$ cat src/rtl/falling_object_scheduler_pkg.sv
// Shared types and constants for the falling-object spawn scheduler.
package sched_pkg;

    localparam int unsigned SPEED_W = 8;
    localparam int unsigned COUNT_W = 4;

    typedef enum logic [1:0] {
        IDLE  = 2'd0,
        RUN   = 2'd1,
        DRAIN = 2'd2
    } sched_state_t;

    // Population count of up to 16 enable bits. The caller guarantees that
    // fewer than 16 bits are set, so the result always fits in COUNT_W bits.
    function automatic logic [COUNT_W-1:0] popcount16(input logic [15:0] v);
        logic [COUNT_W-1:0] c;
        c = '0;
        for (int unsigned i = 0; i < 16; i++) begin
            c = c + COUNT_W'(v[i]);
        end
        return c;
    endfunction

endpackage

$ cat src/rtl/falling_object_scheduler_rr_arbiter.sv
// Combinational round-robin arbiter: picks the first eligible index after
// ptr_i, wrapping modulo N. The caller owns and updates the pointer.
module rr_arbiter #(
    parameter int unsigned N  = 8,
    parameter int unsigned IW = 3
) (
    input  logic [N-1:0]  eligible_i,
    input  logic [IW-1:0] ptr_i,
    output logic [N-1:0]  grant_o,
    output logic [IW-1:0] idx_o,
    output logic          valid_o
);

    int unsigned   j;
    logic [IW-1:0] jj;
    logic          found;

    // Scan ptr_i+1 .. ptr_i+N (mod N) and keep the first eligible hit.
    always_comb begin
        grant_o = '0;
        idx_o   = '0;
        valid_o = 1'b0;
        found   = 1'b0;
        j       = 0;
        jj      = '0;
        for (int unsigned off = 1; off <= N; off++) begin
            j  = (32'(ptr_i) + off) % N;
            jj = IW'(j);
            if (!found && eligible_i[jj]) begin
                found       = 1'b1;
                valid_o     = 1'b1;
                idx_o       = jj;
                grant_o[jj] = 1'b1;
            end
        end
    end

endmodule

$ cat src/rtl/falling_object_scheduler.sv
// Spawn controller for a bank of falling objects: round-robin enable grants
// with a concurrency cap, a minimum tick gap between grants, and a common
// fall speed. Optional speed ramp is compiled in with `define SPEED_RAMP_EN.
module falling_object_scheduler
    import sched_pkg::*;
#(
    parameter int unsigned NUM_OBJECTS   = 8,
    parameter int unsigned MIN_GAP_TICKS = 20,
    parameter int unsigned RAMP_TICKS    = 100,
    parameter int unsigned MAX_SPEED     = 12
) (
    input  logic                   clk,
    input  logic                   reset,
    input  logic                   start_of_level,
    input  logic                   end_level,
    input  logic                   pause,
    input  logic                   one_tens_sec,
    input  logic [NUM_OBJECTS-1:0] req,
    input  logic [NUM_OBJECTS-1:0] visible,
    input  logic [NUM_OBJECTS-1:0] exceed,
    input  logic [COUNT_W-1:0]     max_active,
    input  logic [SPEED_W-1:0]     base_speed,
    output logic [NUM_OBJECTS-1:0] enable,
    output logic [SPEED_W-1:0]     object_speed,
    output logic [COUNT_W-1:0]     active_count,
    output logic                   drained
);

    localparam int unsigned IDX_W = $clog2(NUM_OBJECTS);
    localparam int unsigned GAP_W = (MIN_GAP_TICKS < 1) ? 1 : $clog2(MIN_GAP_TICKS + 1);

    sched_state_t             state_q, state_d;
    logic [NUM_OBJECTS-1:0]   enable_q, enable_d;
    logic [SPEED_W-1:0]       speed_q, speed_d;
    logic [COUNT_W-1:0]       active_q, active_d;
    logic                     drained_q, drained_d;
    logic [GAP_W-1:0]         gap_q, gap_d;
    logic [IDX_W-1:0]         rr_ptr_q, rr_ptr_d;
    logic [15:0]              enable_ext;

`ifdef SPEED_RAMP_EN
    localparam int unsigned RAMP_W = (RAMP_TICKS < 2) ? 1 : $clog2(RAMP_TICKS);
    logic [RAMP_W-1:0]        ramp_q, ramp_d;
`else
    localparam int unsigned UNUSED_RAMP_CFG = RAMP_TICKS + MAX_SPEED;
`endif

    // An object that is already enabled or is leaving this cycle cannot win.
    logic [NUM_OBJECTS-1:0]   eligible;
    logic [NUM_OBJECTS-1:0]   arb_grant;
    logic [IDX_W-1:0]         arb_idx;
    logic                     arb_valid;

    assign eligible = req & ~enable_q & ~exceed;

    rr_arbiter #(
        .N  (NUM_OBJECTS),
        .IW (IDX_W)
    ) u_arb (
        .eligible_i (eligible),
        .ptr_i      (rr_ptr_q),
        .grant_o    (arb_grant),
        .idx_o      (arb_idx),
        .valid_o    (arb_valid)
    );

    // Next-state logic: level FSM, grant/release, gap timer and speed.
    always_comb begin
        state_d    = state_q;
        enable_d   = enable_q & ~exceed;
        speed_d    = speed_q;
        gap_d      = gap_q;
        rr_ptr_d   = rr_ptr_q;
        drained_d  = 1'b0;
        enable_ext = '0;
`ifdef SPEED_RAMP_EN
        ramp_d     = ramp_q;
`endif
        unique case (state_q)
            IDLE: begin
                if (start_of_level && !end_level) begin
                    state_d = RUN;
                    speed_d = base_speed;
                    gap_d   = '0;
`ifdef SPEED_RAMP_EN
                    ramp_d  = '0;
`endif
                end
            end
            RUN: begin
                if (end_level) begin
                    state_d  = DRAIN;
                    enable_d = '0;
                end else if (!pause) begin
                    if (one_tens_sec && gap_q != '0) begin
                        gap_d = gap_q - 1'b1;
                    end
                    if (gap_q == '0 && active_q < max_active && arb_valid) begin
                        enable_d = enable_d | arb_grant;
                        rr_ptr_d = arb_idx;
                        gap_d    = GAP_W'(MIN_GAP_TICKS);
                    end
`ifdef SPEED_RAMP_EN
                    if (one_tens_sec) begin
                        if (ramp_q == RAMP_W'(RAMP_TICKS - 1)) begin
                            ramp_d = '0;
                            if (speed_q < SPEED_W'(MAX_SPEED)) begin
                                speed_d = speed_q + 1'b1;
                            end
                        end else begin
                            ramp_d = ramp_q + 1'b1;
                        end
                    end
`endif
                end
            end
            DRAIN: begin
                enable_d = '0;
                if (visible == '0) begin
                    drained_d = 1'b1;
                    state_d   = IDLE;
                end
            end
            default: begin
                state_d  = IDLE;
                enable_d = '0;
            end
        endcase
        enable_ext[NUM_OBJECTS-1:0] = enable_d;
        active_d = popcount16(enable_ext);
    end

    // State and output registers with synchronous reset.
    always_ff @(posedge clk) begin
        if (reset) begin
            state_q   <= IDLE;
            enable_q  <= '0;
            speed_q   <= '0;
            active_q  <= '0;
            drained_q <= 1'b0;
            gap_q     <= '0;
            rr_ptr_q  <= IDX_W'(NUM_OBJECTS - 1);
`ifdef SPEED_RAMP_EN
            ramp_q    <= '0;
`endif
        end else begin
            state_q   <= state_d;
            enable_q  <= enable_d;
            speed_q   <= speed_d;
            active_q  <= active_d;
            drained_q <= drained_d;
            gap_q     <= gap_d;
            rr_ptr_q  <= rr_ptr_d;
`ifdef SPEED_RAMP_EN
            ramp_q    <= ramp_d;
`endif
        end
    end

    assign enable       = enable_q;
    assign object_speed = speed_q;
    assign active_count = active_q;
    assign drained      = drained_q;

endmodule

$ cat config.mk
export PLATFORM = sky130hd
export DESIGN_NAME = falling_object_scheduler
export DESIGN_NICKNAME = d
export VERILOG_FILES = /design/src/rtl/falling_object_scheduler_pkg.sv /design/src/rtl/falling_object_scheduler_rr_arbiter.sv /design/src/rtl/falling_object_scheduler.sv
export SDC_FILE = /design/constraint.sdc
export NUM_CORES = 1
export LEC_CHECK = 0
export CAP_MARGIN = 20
export CORE_MARGIN = 1.5
export CORE_UTILIZATION = 40
export DETAILED_ROUTE_END_ITERATION = 8
export GPL_TIMING_DRIVEN = 0
export MAX_ROUTING_LAYER = met4
export PLACE_DENSITY = 0.74
export SYNTH_ARGS = -nofsm -noshare
export SYNTH_HDL_FRONTEND = slang
export SYNTH_SLANG_ARGS = --single-unit
$ cat constraint.sdc
create_clock -name clk -period 8.1 [get_ports clk]
set_clock_uncertainty 0.15 [all_clocks]
set_input_delay 1.62 -clock clk [delete_from_list [all_inputs] [get_ports clk]]
set_output_delay 1.62 -clock clk [all_outputs]
set_load 0.005 [all_outputs]
==> flow_summary.toml <==
[outcome]
status = "complete, no violations"

[cts]
clockBufferDepth = 2
cts_tree = "done"
insertion_delay_ps = 290
cts_buffers = 5
clk_pin_slew_ps = 70
cts_setup_buffers = 0
htree_levels = 2
cts_root_buffer = "clkbuf_8"
clock_sinks = 31

[floorplan]
die_h_um = 93.13
design.portCount = 63
start_util_pct = 41.62
coreArea_mm2 = 0.007807
rows = 32
die_w_um = 93.13
die-area_mm2 = 0.008673

[placement]
dp.cells = 568
gp_congestion = 0.9786
dp_hpwl_um = 9245
dpl_cell_area_mm2 = 0.003998
io_buffers = 62

[critical_path]
cp_data_required_time_ps = 8100
reg2reg_from = "rr_ptr_q[0]$_SDFFE_PP1P_"
slowest_stage = "nor4b_1"
r2r-end = "active_count[2]$_SDFF_PP0_"
worstPathMaxFanout = 10
regToRegSetupSlack_ps = 330
worstSetupEndpointType = "flop"
cp_cell_sequence = "inv_1 -> buf_2 -> clkbuf_1 -> clkbuf_2 -> ha_1 -> buf_2 -> nor4b_1 -> a21oi_1 -> mux4_2 -> clkbuf_1 -> a311oi_1 -> o2111ai_1 -> and3_1 -> fa_1 -> inv_1 -> fa_1 -> fa_1 -> inv_1 -> ha_1 -> inv_1 -> fa_1 -> xor2_1 -> nor2_1"
slowest_delay_ps = 810
crit_type = "reg -> reg"
crit_buf_inv = 9
startpoint_type = "flop"
cp_top_family = "adder cells"
crit_arrival_ps = 7780
r2r_cells = 23

[timing]
finalHoldViolCount = 0
post-route-period-util_pct = 95.97
rsz0062_at_grt = "no"
holdWs_ps = 304.3
setup_viol_count_final = 0
worst_pin_slew_ps = 909.6
finalCriticalPeriod_ps = 7774
max_freq_mhz = 128.6
tns_ps = 0
maxSlewViolCount = 0
timing.slew.headroom_pct = 38.51

[power]
static-leakage-power_uw = 0.001554
peakVddDrop_uv = 76.70
power_density_mw_per_mm2 = 105.6

[finish]
final_util_pct = 52.72
drive_gt1_share_pct = 9.705
fin_cells = 576
nets = 532
fin_area_mm2 = 0.004116
syn_to_final_growth_pct = 26.68
n_antenna_cell = 0
fill_cells = 744

[logic_synthesis]
synth_common_cells = "nand2_1, a21oi_1, dfxtp_1, nor2_1, inv_1"
netlist_instances = 404
synthArstFlopShare_pct = 0
synth_area_mm2 = 0.003249
synthFlopType = "dfxtp_1"
synth-seq-cells = 31
ys_seq_area_share_pct = 19.10
synth-edff-count = 0
synth_nets = 463
synth.avg_cell_area_um2 = 8.043
synth_top_area_share_pct = 19.10
netlist_top_cells_area = "dfxtp_1, mux4_2, a21oi_1"
synth.most_common_cell = "nand2_1"
synth_top_area_cell = "dfxtp_1"
ys_warn_count = 0
synth_cell_types = 73

[routing]
routed-via-count = 3673
routed_wl_um = 11670
via_per_inst = 6.377
drt_iter0_drc = 418
ant_nets = 0
wire_per_inst_um = 20.25
drtPass1Iterations = 5
drc = 0

[grt]
overflow = 0
grt_max_degree = 11
antenna_found_initial = 0
grt_use_total_pct = 28.52
grt_pass1_wl_um = 18540
grt_pass1_vias = 3492

[worst_hold_path]
hp-class = "reg -> reg"
min_path_cells = 2
hold_path_end = "object_speed[4]$_SDFFE_PP0P_"
hp-start = "object_speed[4]$_SDFFE_PP0P_"

[job]
drv_cap = 0
==> how the worst max path moves through the flow <==
stage	slack [ps]	start	endpoint	cells past startpoint
4_1_cts	220	rr_ptr_q[0]$_SDFFE_PP1P_	active_count[2]$_SDFF_PP0_	24
3_3_place_gp	170	rr_ptr_q[0]$_SDFFE_PP1P_	active_count[2]$_SDFF_PP0_	24
3_5_place_dp	220	rr_ptr_q[0]$_SDFFE_PP1P_	active_count[2]$_SDFF_PP0_	24
6_report	330	rr_ptr_q[0]$_SDFFE_PP1P_	active_count[2]$_SDFF_PP0_	23
2_1_floorplan	1790	rr_ptr_q[0]$_SDFFE_PP1P_	active_count[2]$_SDFF_PP0_	24
5_1_grt	80	rr_ptr_q[0]$_SDFFE_PP1P_	active_count[2]$_SDFF_PP0_	24
==> cell type report <==
cell class / instances / area [um^2] / share of cell area (%)
multi-input cells: 332 / 2499 / 60.70
flip-flops and latches: 31 / 620.6 / 15.08
repair buffers: 62 / 620.6 / 15.08
well taps: 102 / 127.6 / 3.100
plain buffers: 23 / 96.34 / 2.340
clock buffers: 6 / 72.57 / 1.763
inverters: 18 / 67.56 / 1.641
clock inverters: 2 / 12.51 / 0.3040
==> logic make-up (layout without fill, tap and decap cells) <==
group | Yosys count | in the layout | share of synthesized area [%]
and+or+nand+nor | 173 | 173 | 29.88
adders and majority gates | 17 | 17 | 7.470
AOI/OAI and AO/OA | 110 | 110 | 24.22
muxes | 26 | 26 | 12.71
xor gates and xnor gates | 6 | 6 | 1.618
DFF | 31 | 31 | 19.10
buffers and inverters | 41 | 111 | 5.006
==> placed cells by master (no fill, tap or decap), types with 4 or more instances in the layout <==
| cell | n |
|---|---|
| clkdlybuf4s50_1 | 62 |
| nand2_1 | 42 |
| a21oi_1 | 33 |
| nor2_1 | 31 |
| dfxtp_1 | 31 |
| inv_1 | 16 |
| nor3b_1 | 15 |
| clkbuf_1 | 14 |
| ha_1 | 13 |
| mux2i_1 | 12 |
| nor4_1 | 10 |
| mux4_2 | 10 |
| nor3_1 | 10 |
| nand3_1 | 10 |
| or3b_1 | 8 |
| o21ai_0 | 8 |
| buf_2 | 7 |
| a2111oi_0 | 6 |
| a21o_1 | 6 |
| and3_1 | 6 |
| nand2b_1 | 5 |
| or4_1 | 5 |
| o221ai_1 | 5 |
| clkbuf_8 | 5 |
| nor4b_1 | 4 |
| a22oi_1 | 4 |
| nor2b_1 | 4 |
| a31oi_1 | 4 |
| a211oi_1 | 4 |
| fa_1 | 4 |
==> metrics by stage <==
stage | power, uW | worst slack, ps
6_report | 434.7 | 326.0
4_1_cts | 430.7 | 221.7
3_5_place_dp | 306.9 | 224.4
3_3_place_gp | 307.3 | 170.8
5_1_grt | 453.9 | 75.78
2_1_floorplan | 251.3 | 1789
==> metal layers <==
metal / part of all wire, % / track usage, %
met1: 41 / 36.45
met2: 45 / 44.89
met3: 8.8 / 4.715
met4: 4.9 / 11.49
met5: 0 / -
==> where the power goes <==
part	switching, uW	internal [uW]	leakage [uW]	total (uW)
logic	86.5	65.3	0.00126	152
registers	2.87	156	0.000251	159
clock network	64.1	60.1	0.0000412	124
total	153	281	0.00155	435
==> worst min-delay path: stages, from the launching register on <==
cell,delay [ps]
dfxtp_1,310
nand2_1,50
a21oi_1,50
==> flip-flops by register name, summed over array words and instances (netlist names) <==
name and count:
enable 8, active_count 4, drained 1, gap_q 5, object_speed 8, state_q 2, rr_ptr_q 3
==> repair_timing <==
item | in CTS | in global routing
setup endpoints to repair | 0 | 4
gates resized for setup | 0 | 8
hold buffers | 0 | 0
Note: power is estimated with default switching activity, not from simulation.
